<file path="config.mk">
export PLATFORM = sky130hd
export DESIGN_NAME = mul_booth_arbiter
export DESIGN_NICKNAME = d
export VERILOG_FILES = /design/src/rtl/mul_booth_arbiter.sv
export SDC_FILE = /design/constraint.sdc
export NUM_CORES = 1
export LEC_CHECK = 0
export ABC_AREA = 1
export BUFFER_PORTS_ARGS = -buffer_cell sky130_fd_sc_hd__buf_2
export CAP_MARGIN = 20
export CORE_UTILIZATION = 40
export CTS_BUF_LIST = sky130_fd_sc_hd__clkbuf_4 sky130_fd_sc_hd__clkbuf_8 sky130_fd_sc_hd__clkbuf_16
export CTS_CLUSTER_SIZE = 24
export DETAILED_ROUTE_END_ITERATION = 7
export GPL_ROUTABILITY_DRIVEN = 1
export GPL_TIMING_DRIVEN = 0
export PLACE_DENSITY = 0.67
export SETUP_SLACK_MARGIN = 0.05
export SLEW_MARGIN = 20
export SYNTH_ARGS = -nofsm -noshare
export SYNTH_HDL_FRONTEND = slang
export SYNTH_SLANG_ARGS = --single-unit
</file>
<file path="constraint.sdc">
create_clock -name clk -period 3.4 [get_ports clk]
set_input_delay 0.68 -clock clk [delete_from_list [all_inputs] [get_ports clk]]
set_output_delay 0.68 -clock clk [all_outputs]
set_load 0.02 [all_outputs]
</file>
<file path="src/rtl/mul_booth_arbiter.sv">
// Round-robin front end that shares one Booth multiplier among N_REQ clients.
// It captures operands, sequences the start pulse, waits for the end flag
// under a watchdog, and returns the result with a one-cycle done pulse.
module mul_booth_arbiter #(
  parameter int BIT_LEN = 4,
  parameter int N_REQ   = 4,
  parameter int TIMEOUT = 64
) (
  input  logic                       clk,
  input  logic                       rstn,
  input  logic [N_REQ-1:0]           req,
  input  logic [N_REQ*BIT_LEN-1:0]   in1_bus,
  input  logic [N_REQ*BIT_LEN-1:0]   in2_bus,
  output logic [N_REQ-1:0]           gnt,
  output logic [N_REQ-1:0]           done,
  output logic [2*BIT_LEN-1:0]       result,
  output logic                       err,
  output logic [BIT_LEN-1:0]         mul_in1,
  output logic [BIT_LEN-1:0]         mul_in2,
  output logic                       mul_start,
  input  logic [2*BIT_LEN-1:0]       mul_out,
  input  logic                       mul_out_r
);

  localparam int IW = (N_REQ > 1) ? $clog2(N_REQ) : 1;
  localparam int WW = (TIMEOUT > 1) ? $clog2(TIMEOUT) : 1;

  typedef enum logic [1:0] {
    S_IDLE,
    S_LAUNCH,
    S_WAIT,
    S_DONE
  } state_t;

  state_t                 state_q, state_d;
  logic [IW-1:0]          rr_ptr_q, rr_ptr_d;
  logic [IW-1:0]          idx_q, idx_d;
  logic [WW-1:0]          wdog_q, wdog_d;
  logic [2*BIT_LEN-1:0]   result_q, result_d;
  logic                   err_q, err_d;
  logic [BIT_LEN-1:0]     mul_in1_q, mul_in1_d;
  logic [BIT_LEN-1:0]     mul_in2_q, mul_in2_d;

  logic                   pick_vld;
  logic [IW-1:0]          pick_idx;

  // First set request at or above ptr, wrapping modulo N_REQ; returns {valid, index}.
  function automatic logic [IW:0] rr_pick(input logic [N_REQ-1:0] r,
                                          input logic [IW-1:0]    ptr);
    logic          found;
    logic [IW-1:0] sel;
    int unsigned   j;
    found = 1'b0;
    sel   = '0;
    for (int unsigned k = 0; k < N_REQ; k++) begin
      j = (int'(ptr) + k) % N_REQ;
      if (!found && r[j]) begin
        found = 1'b1;
        sel   = IW'(j);
      end
    end
    return {found, sel};
  endfunction

  // Round-robin choice among current requests.
  always_comb begin
    {pick_vld, pick_idx} = rr_pick(req, rr_ptr_q);
  end

  // Next-state, datapath updates and decoded outputs.
  always_comb begin
    state_d   = state_q;
    rr_ptr_d  = rr_ptr_q;
    idx_d     = idx_q;
    wdog_d    = wdog_q;
    result_d  = result_q;
    err_d     = err_q;
    mul_in1_d = mul_in1_q;
    mul_in2_d = mul_in2_q;
    gnt       = '0;
    done      = '0;
    result    = '0;
    err       = 1'b0;
    mul_start = 1'b0;

    unique case (state_q)
      S_IDLE: begin
        if (pick_vld) begin
          idx_d     = pick_idx;
          mul_in1_d = in1_bus[pick_idx*BIT_LEN +: BIT_LEN];
          mul_in2_d = in2_bus[pick_idx*BIT_LEN +: BIT_LEN];
          state_d   = S_LAUNCH;
        end
      end
      S_LAUNCH: begin
        gnt[idx_q] = 1'b1;
        mul_start  = 1'b1;
        wdog_d     = '0;
        state_d    = S_WAIT;
      end
      S_WAIT: begin
        gnt[idx_q] = 1'b1;
        // End flag takes priority over a watchdog expiry in the same cycle.
        if (mul_out_r) begin
          result_d = mul_out;
          err_d    = 1'b0;
          state_d  = S_DONE;
        end else if (wdog_q == WW'(TIMEOUT - 1)) begin
          result_d = '0;
          err_d    = 1'b1;
          state_d  = S_DONE;
        end else begin
          wdog_d = wdog_q + 1'b1;
        end
      end
      S_DONE: begin
        gnt[idx_q]  = 1'b1;
        done[idx_q] = 1'b1;
        result      = result_q;
        err         = err_q;
        rr_ptr_d    = (idx_q == IW'(N_REQ - 1)) ? '0 : idx_q + 1'b1;
        state_d     = S_IDLE;
      end
      default: state_d = S_IDLE;
    endcase
  end

  // State and datapath registers with synchronous active-low reset.
  always_ff @(posedge clk) begin
    if (!rstn) begin
      state_q   <= S_IDLE;
      rr_ptr_q  <= '0;
      idx_q     <= '0;
      wdog_q    <= '0;
      result_q  <= '0;
      err_q     <= 1'b0;
      mul_in1_q <= '0;
      mul_in2_q <= '0;
    end else begin
      state_q   <= state_d;
      rr_ptr_q  <= rr_ptr_d;
      idx_q     <= idx_d;
      wdog_q    <= wdog_d;
      result_q  <= result_d;
      err_q     <= err_d;
      mul_in1_q <= mul_in1_d;
      mul_in2_q <= mul_in2_d;
    end
  end

  assign mul_in1 = mul_in1_q;
  assign mul_in2 = mul_in2_q;

endmodule
</file>
==> out/qor.yml, run 1 <==
power:
  p_leak_uw: 0.001539
  swShare_pct: 47.30
  p_clk_share_pct: 16.9
  power_frac_seq_pct: 25.3
  total_power_uw: 1820
  max-vdd-ir-drop_mv: 0.4142
  power.density_mw_per_mm2: 693.2
  intPower_uw: 958.9
  share_comb_of_total_power_pct: 57.8
  power_switching_uw: 860.7
yosys:
  synthTopCellsByArea: "dfxtp_1, nand2_1, inv_1, ha_1, nand3_1"
  synth_compound_area_share_pct: 9.206
  netlist.area_leader.share_pct: 27.92
  synth_top_family_by_area: "simple AND/OR/NAND/NOR gates"
  syn_nets: 396
  ys_ff_latch: 29
  yosysWarningCount: 0
  synthCells: 339
  yosys.cell_types.count: 27
  mappedNetlistArea_sq_mm: 0.002079
  synth-simple-area-share_pct: 41.03
  synthXorXnorAreaFrac_pct: 0
  synthMuxAreaShare_pct: 0
  syn_area_per_cell_sq_um: 6.134
  synth_top_area_cell: "dfxtp_1"
  yosysSeqAreaShare_pct: 27.92
  synthAdderAreaFrac_pct: 6.017
placed_design:
  place_area_sq_mm: 0.002524
  io_buffers: 72
  dp_slack_ps: 1184
  place_hpwl_mm: 3.699
  gp_routability_congestion: 0.8457
timing:
  finalSetupViolCount: 0
  slew_headroom_pct: 58.84
  hold_viol_final: 0
  clock_skew_ps: 6.431
  tightest_slew_ps: 613.2
  max_freq_mhz: 441.7
  timing.final.ws_setup_ps: 1136
  fin_crit_ps: 2264
  rsz0062_at_grt: "no"
  fin_crit_sh_pct: 66.59
  hold-worst-slack_ps: 460.1
  finalSetupTns_ps: 0
  maxSlewViolCount: 0
clocking:
  cts-buffers-inserted: 5
  h-tree-depth: 2
  clk_latency_ps: 280
  cts_tree: "built"
  clock-root-buffer: "clkbuf_8"
  cts_buffer_depth: 2
  post-cts-setup-buffers: 0
  cts_resized: 0
  cts.clk_slew.worst_paths_ps: 60
  hold_buffers: 0
  clock_sinks: 29
finish:
  layout_commonest_cell: "nand2_1"
  design_area_sq_mm: 0.002625
  fin_nets: 475
  n_antenna_cell: 0
  syn2layout_area_growth_pct: 26.23
  final_layout_size_suffix_gt1_share_pct: 25.54
  final_cell_mix: "nand2_1, buf_2, inv_1"
worst_setup_path:
  r2r-start: "rr_ptr_q[0]$_SDFFE_PN0P_"
  required_ps: 2720
  worstSetupStartpointType: "flip-flop"
  worst-path-stages: 5
  cp-end-kind: "primary output"
  critPathBufInv: 3
  cp_slowest_stage_delay_ps: 370
  startpoint: "state_q[0]$_SDFFE_PN0P_"
  critical_path_class: "reg2out"
  crit_arrival_ps: 1580
  cp_max_fo: 10
  crit_chain: "ha_1, clkbuf_1, nand2_1, inv_1, buf_2"
  reg2reg_depth: 15
  critPathSlowestCell: "clkbuf_1"
  cp_top_family: "buffers and inverters"
detailed_routing:
  drt-wirelength-per-cell_um: 9.743
  viasPerCell: 4.560
  drc_errors: 0
  routed_wl_mm: 4.735
  first_pass_iters: 4
  antenna_left: 0
  via_count: 2216
  drt_iter0_drc: 95
run_status:
  outcome: "completed"
die:
  die_area_sq_mm: 0.005491
  fp-row-count: 25
  io_pins: 73
  die_h_um: 74.10
  die_x_um: 74.10
  start_util_pct: 42.89
  coreArea_sq_mm: 0.004848
global_route:
  grt-ovfl-total: 0
  track_usage_pct: 18.56
  grt_max_degree: 11
  grt_pass1_vias: 1965
  antenna_found_initial: 0
  grt_first_pass_wirelength_mm: 8.038
worst_hold_path:
  min_path_type: "reg2reg"
  holdCritStartpoint: "result_q[6]$_SDFFE_PN0P_"
  whs_path_depth: 2
job:
  drv_cap: 0
-- stage by stage --
stage	util, %	std cells
after global routing	54.14	486
after floorplan	-	339
final	54.14	486
after CTS	54.14	486
after global placement	52.05	478
after detailed placement	52.05	478
-- final timing paths --
kind                              endpoint  slack (ps)
hold / removal    result_q[6]$_SDFFE_PN0P_         460
setup reg to reg   mul_in2[0]$_SDFFE_PN0P_        1520
hold reg to reg   result_q[6]$_SDFFE_PN0P_         460
setup / recovery                 result[5]        1140
-- routing by layer --
metal / share of wire, % / wire (um) / global-route usage, % / vias up
met3: 4.5 / 212 / 3.523 / 7
met2: 46 / 2200 / 32.63 / 49
met4: 0.89 / 42 / 4.487 / 0
met5: 0 / 0 / 0 / -
li1: - / - / - / 1206
met1: 48 / 2279 / 23.34 / 954
-- sequential cells by signal (all words and copies together) (netlist names) --
name	cells
result_q	8
wdog_q	6
mul_in1	4
mul_in2	4
idx_q	2
rr_ptr_q	2
state_q	2
err_q	1
-- worst register-to-register path: stages (launching register included) --
cell	delay, ps
dfxtp_1	320
buf_6	150
inv_6	60
nand2_1	70
nand2_2	80
nand2_2	80
nand2_2	90
nor2_8	120
nand3_4	150
nand3_4	180
buf_6	160
nand2_1	60
nand3_1	70
nand3_1	90
nand2_1	70
inv_1	40
-- cell usage after synthesis --
cell type and n:
o21ai_1 4, clkbuf_4 1, nand4_1 14, inv_2 5, clkinv_1 1, dfxtp_1 29, a221oi_1 1, o21ai_0 6
a21oi_1 19, nor3_1 4, clkbuf_1 3, nor2_1 21, a211oi_1 5, nand2_1 106, buf_6 2, buf_4 1
nand3_4 2, ha_1 10, nor2_2 2, buf_2 1, inv_6 1, nand3_1 24, nor2_8 1, nand2_4 1
inv_1 65, nand2_2 8, nand3_2 2
-- kinds of logic (layout without fill, tap and decap cells) --
group	after synthesis	after routing
flops	29	29
fa+ha+maj	10	10
buf+inv	80	160
compound gates	35	35
simple gates	185	185
-- area by class of cell --
| type | instances | area, sq um |
|---|---|---|
| well taps | 67 | 83.83 |
| clock inverters | 1 | 5.005 |
| multi-input cells | 230 | 1170 |
| repair buffers | 72 | 360.3 |
| inverters | 72 | 275.3 |
| flip-flops and latches | 29 | 580.6 |
| clock buffers | 7 | 96.34 |
| plain buffers | 8 | 53.80 |
| fillers | 503 | 2223 |
-- power groups by stage --
stage | sequential [uW] | clock (uW) | combinational (uW)
floorplan | 499 | 0 | 775
global placement | 467 | 0 | 1040
detailed placement | 467 | 0 | 1060
CTS | 462 | 317 | 1060
global route | 472 | 333 | 1200
finish | 461 | 307 | 1050
Power figures use the tool's default switching activity.
==> run 2: changes to the inputs <==
--- a/config.mk
+++ b/config.mk
@@ -14,7 +14,7 @@
 export DETAILED_ROUTE_END_ITERATION = 7
 export GPL_ROUTABILITY_DRIVEN = 1
 export GPL_TIMING_DRIVEN = 0
-export PLACE_DENSITY = 0.67
+export PLACE_DENSITY = 0.7
 export SETUP_SLACK_MARGIN = 0.05
 export SLEW_MARGIN = 20
 export SYNTH_ARGS = -nofsm -noshare
==> constraint.sdc (replaced) <==
create_clock -name clk -period 2 [get_ports clk]
set_input_delay 0.4 -clock clk [delete_from_list [all_inputs] [get_ports clk]]
set_output_delay 0.4 -clock clk [all_outputs]
set_load 0.02 [all_outputs]
==> out/qor.yml, run 2 (synthesis results as in run 1) <==
worst_setup_path:
  cp_max_fo: 10
  reg2reg_to: "mul_in1[3]$_SDFFE_PN0P_"
  reg2reg_depth: 14
  rrSetupSlack_ps: 150
  cp-end-kind: "flip-flop"
  required_ps: 2170
  worstSetupStartpointType: "flip-flop"
  crit_end: "mul_in1[3]$_SDFFE_PN0P_"
  r2r-start: "rr_ptr_q[0]$_SDFFE_PN0P_"
  crit_arrival_ps: 2020
  critical_path_class: "reg2reg"
  startpoint: "rr_ptr_q[0]$_SDFFE_PN0P_"
finish:
  syn2layout_area_growth_pct: 31.11
  multiInputGateArea_sq_mm: 0.001209
  largest_reg_flops: 8
  final_cell_mix: "nand2_1, buf_2, inv_1"
  final_layout_size_suffix_gt1_share_pct: 29.51
  fill_cells: 502
  top_register: "result_q"
  fin_nets: 484
  n_antenna_cell: 0
  reg.largest.list: "result_q: 8 flops, wdog_q: 6 flops"
  layout_commonest_cell: "nand2_1"
  regArea_sq_um: 583.1
placed_design:
  place_hpwl_mm: 3.772
  io_buffers: 72
  gp_routability_congestion: 0.8146
  dp_slack_ps: 61.89
timing:
  clock_skew_ps: 4.129
  max_freq_mhz: 541.2
  maxSlewViolCount: 0
  slew_headroom_pct: 59.80
  fin_crit_sh_pct: 92.39
  timing.final.ws_setup_ps: 152.3
  fin_crit_ps: 1848
  finalSetupViolCount: 0
  rsz0062_at_grt: "yes"
  hold_viol_final: 0
  tightest_slew_ps: 599.0
  finalSetupTns_ps: 0
power:
  max-vdd-ir-drop_mv: 0.7364
  p_leak_uw: 0.001585
  total_power_uw: 3241
  power.density_mw_per_mm2: 1189
global_route:
  grt_pass1_vias: 2017
  grt_first_pass_wirelength_mm: 8.314
  grt-ovfl-total: 0
  track_usage_pct: 18.92
  grt_max_degree: 11
  antenna_found_initial: 0
die:
  io_pins: 73
  die_h_um: 74.10
  fp-row-count: 25
  die_x_um: 74.10
  start_util_pct: 42.89
  die_area_sq_mm: 0.005491
  coreArea_sq_mm: 0.004848
worst_hold_path:
  holdCritStartpoint: "mul_out[6]"
  min_path_type: "in2reg"
clocking:
  hold_buffers: 0
  cts-buffers-inserted: 5
  clock_sinks: 29
  clk_latency_ps: 280
  clock-root-buffer: "clkbuf_8"
  cts.clk_slew.worst_paths_ps: 60
  h-tree-depth: 2
  cts_buffer_depth: 2
  cts_tree: "built"
detailed_routing:
  antenna_left: 0
  first_pass_iters: 4
  routed_wl_mm: 4.996
  drt-wirelength-per-cell_um: 10.11
  drt_iter0_drc: 39
  viasPerCell: 4.638
  via_count: 2291
  drc_errors: 0
job:
  drv_cap: 0
run_status:
  outcome: "completed"
[run 2: cell count changes in the layout (fill, tap and decap cells not counted), sizes merged]
cell    change
buf         +9
clkinv      -1
[run 2: worst min path at each step]
stage | to | slack, ps | depth (start not counted)
3_3_place_gp | err_q$_SDFFE_PN0P_ | 450 | 2
4_1_cts | result_q[6]$_SDFFE_PN0P_ | 370 | 3
3_5_place_dp | result_q[1]$_SDFFE_PN0P_ | 450 | 2
2_1_floorplan | err_q$_SDFFE_PN0P_ | 440 | 2
6_report | result_q[6]$_SDFFE_PN0P_ | 370 | 3
5_1_grt | result_q[0]$_SDFFE_PN0P_ | 370 | 3
[run 2: per-stage QoR]
stage               instances  instance area [sq um]  hold slack, ps  util (%)
finish                    494                   2726           370.5     56.23
global route              494                   2726           373.8     56.23
CTS                       485                   2615           366.5     53.94
detailed placement        478                   2524           454.0     52.05
global placement          478                   2524           449.5     52.05
floorplan                 339                   2079           438.4         -
[run 2: cell type report]
cell class	count	share of cell area [%]
multi-input combinational	230	44.33
inverter	72	10.10
buffer	8	2.203
clock buffer	7	3.304
sequential	29	21.39
timing repair buffer	81	15.60
tap	67	3.075
[run 2: power breakdown]
| part | internal (uW) | switching, uW | leakage (uW) |
|---|---|---|---|
| clock | 286 | 207 | 0.0000477 |
| sequential | 708 | 81.7 | 0.000238 |
| combinational | 732 | 1230 | 0.00130 |
| total | 1730 | 1520 | 0.00159 |
[run 2: worst max-delay path: stages, from the launching register on]
cell     delay, ps
dfxtp_2        330
buf_6          130
inv_6           90
nand2_1         70
nand2_2        110
nand2_2         70
nand2_2        120
nor2_8          50
nand3_4        140
nand3_4        140
buf_4          190
nand2_2         50
o21ai_1         60
nor3_1         130
nor2_1          60
[run 2: per-layer routing]
layer  vias to the layer above  global-route usage (%)  part of all wire, %  wire length [um]
met5                         -                       0                    0                 0
met2                        54                   33.74                   48              2386
met3                         4                   3.252                  4.1               206
met4                         0                   4.487                 0.48                24
met1                      1003                   23.63                   48              2379
li1                       1230                       -                    -                 -
[run 2: what timing repair did]
item / CTS / global route
setup buffers: 0 / 7
gates resized for setup: 1 / 17
cloned: 0 / 2
pin swaps: 0 / 2
endpoints found under the setup margin: 10 / 22
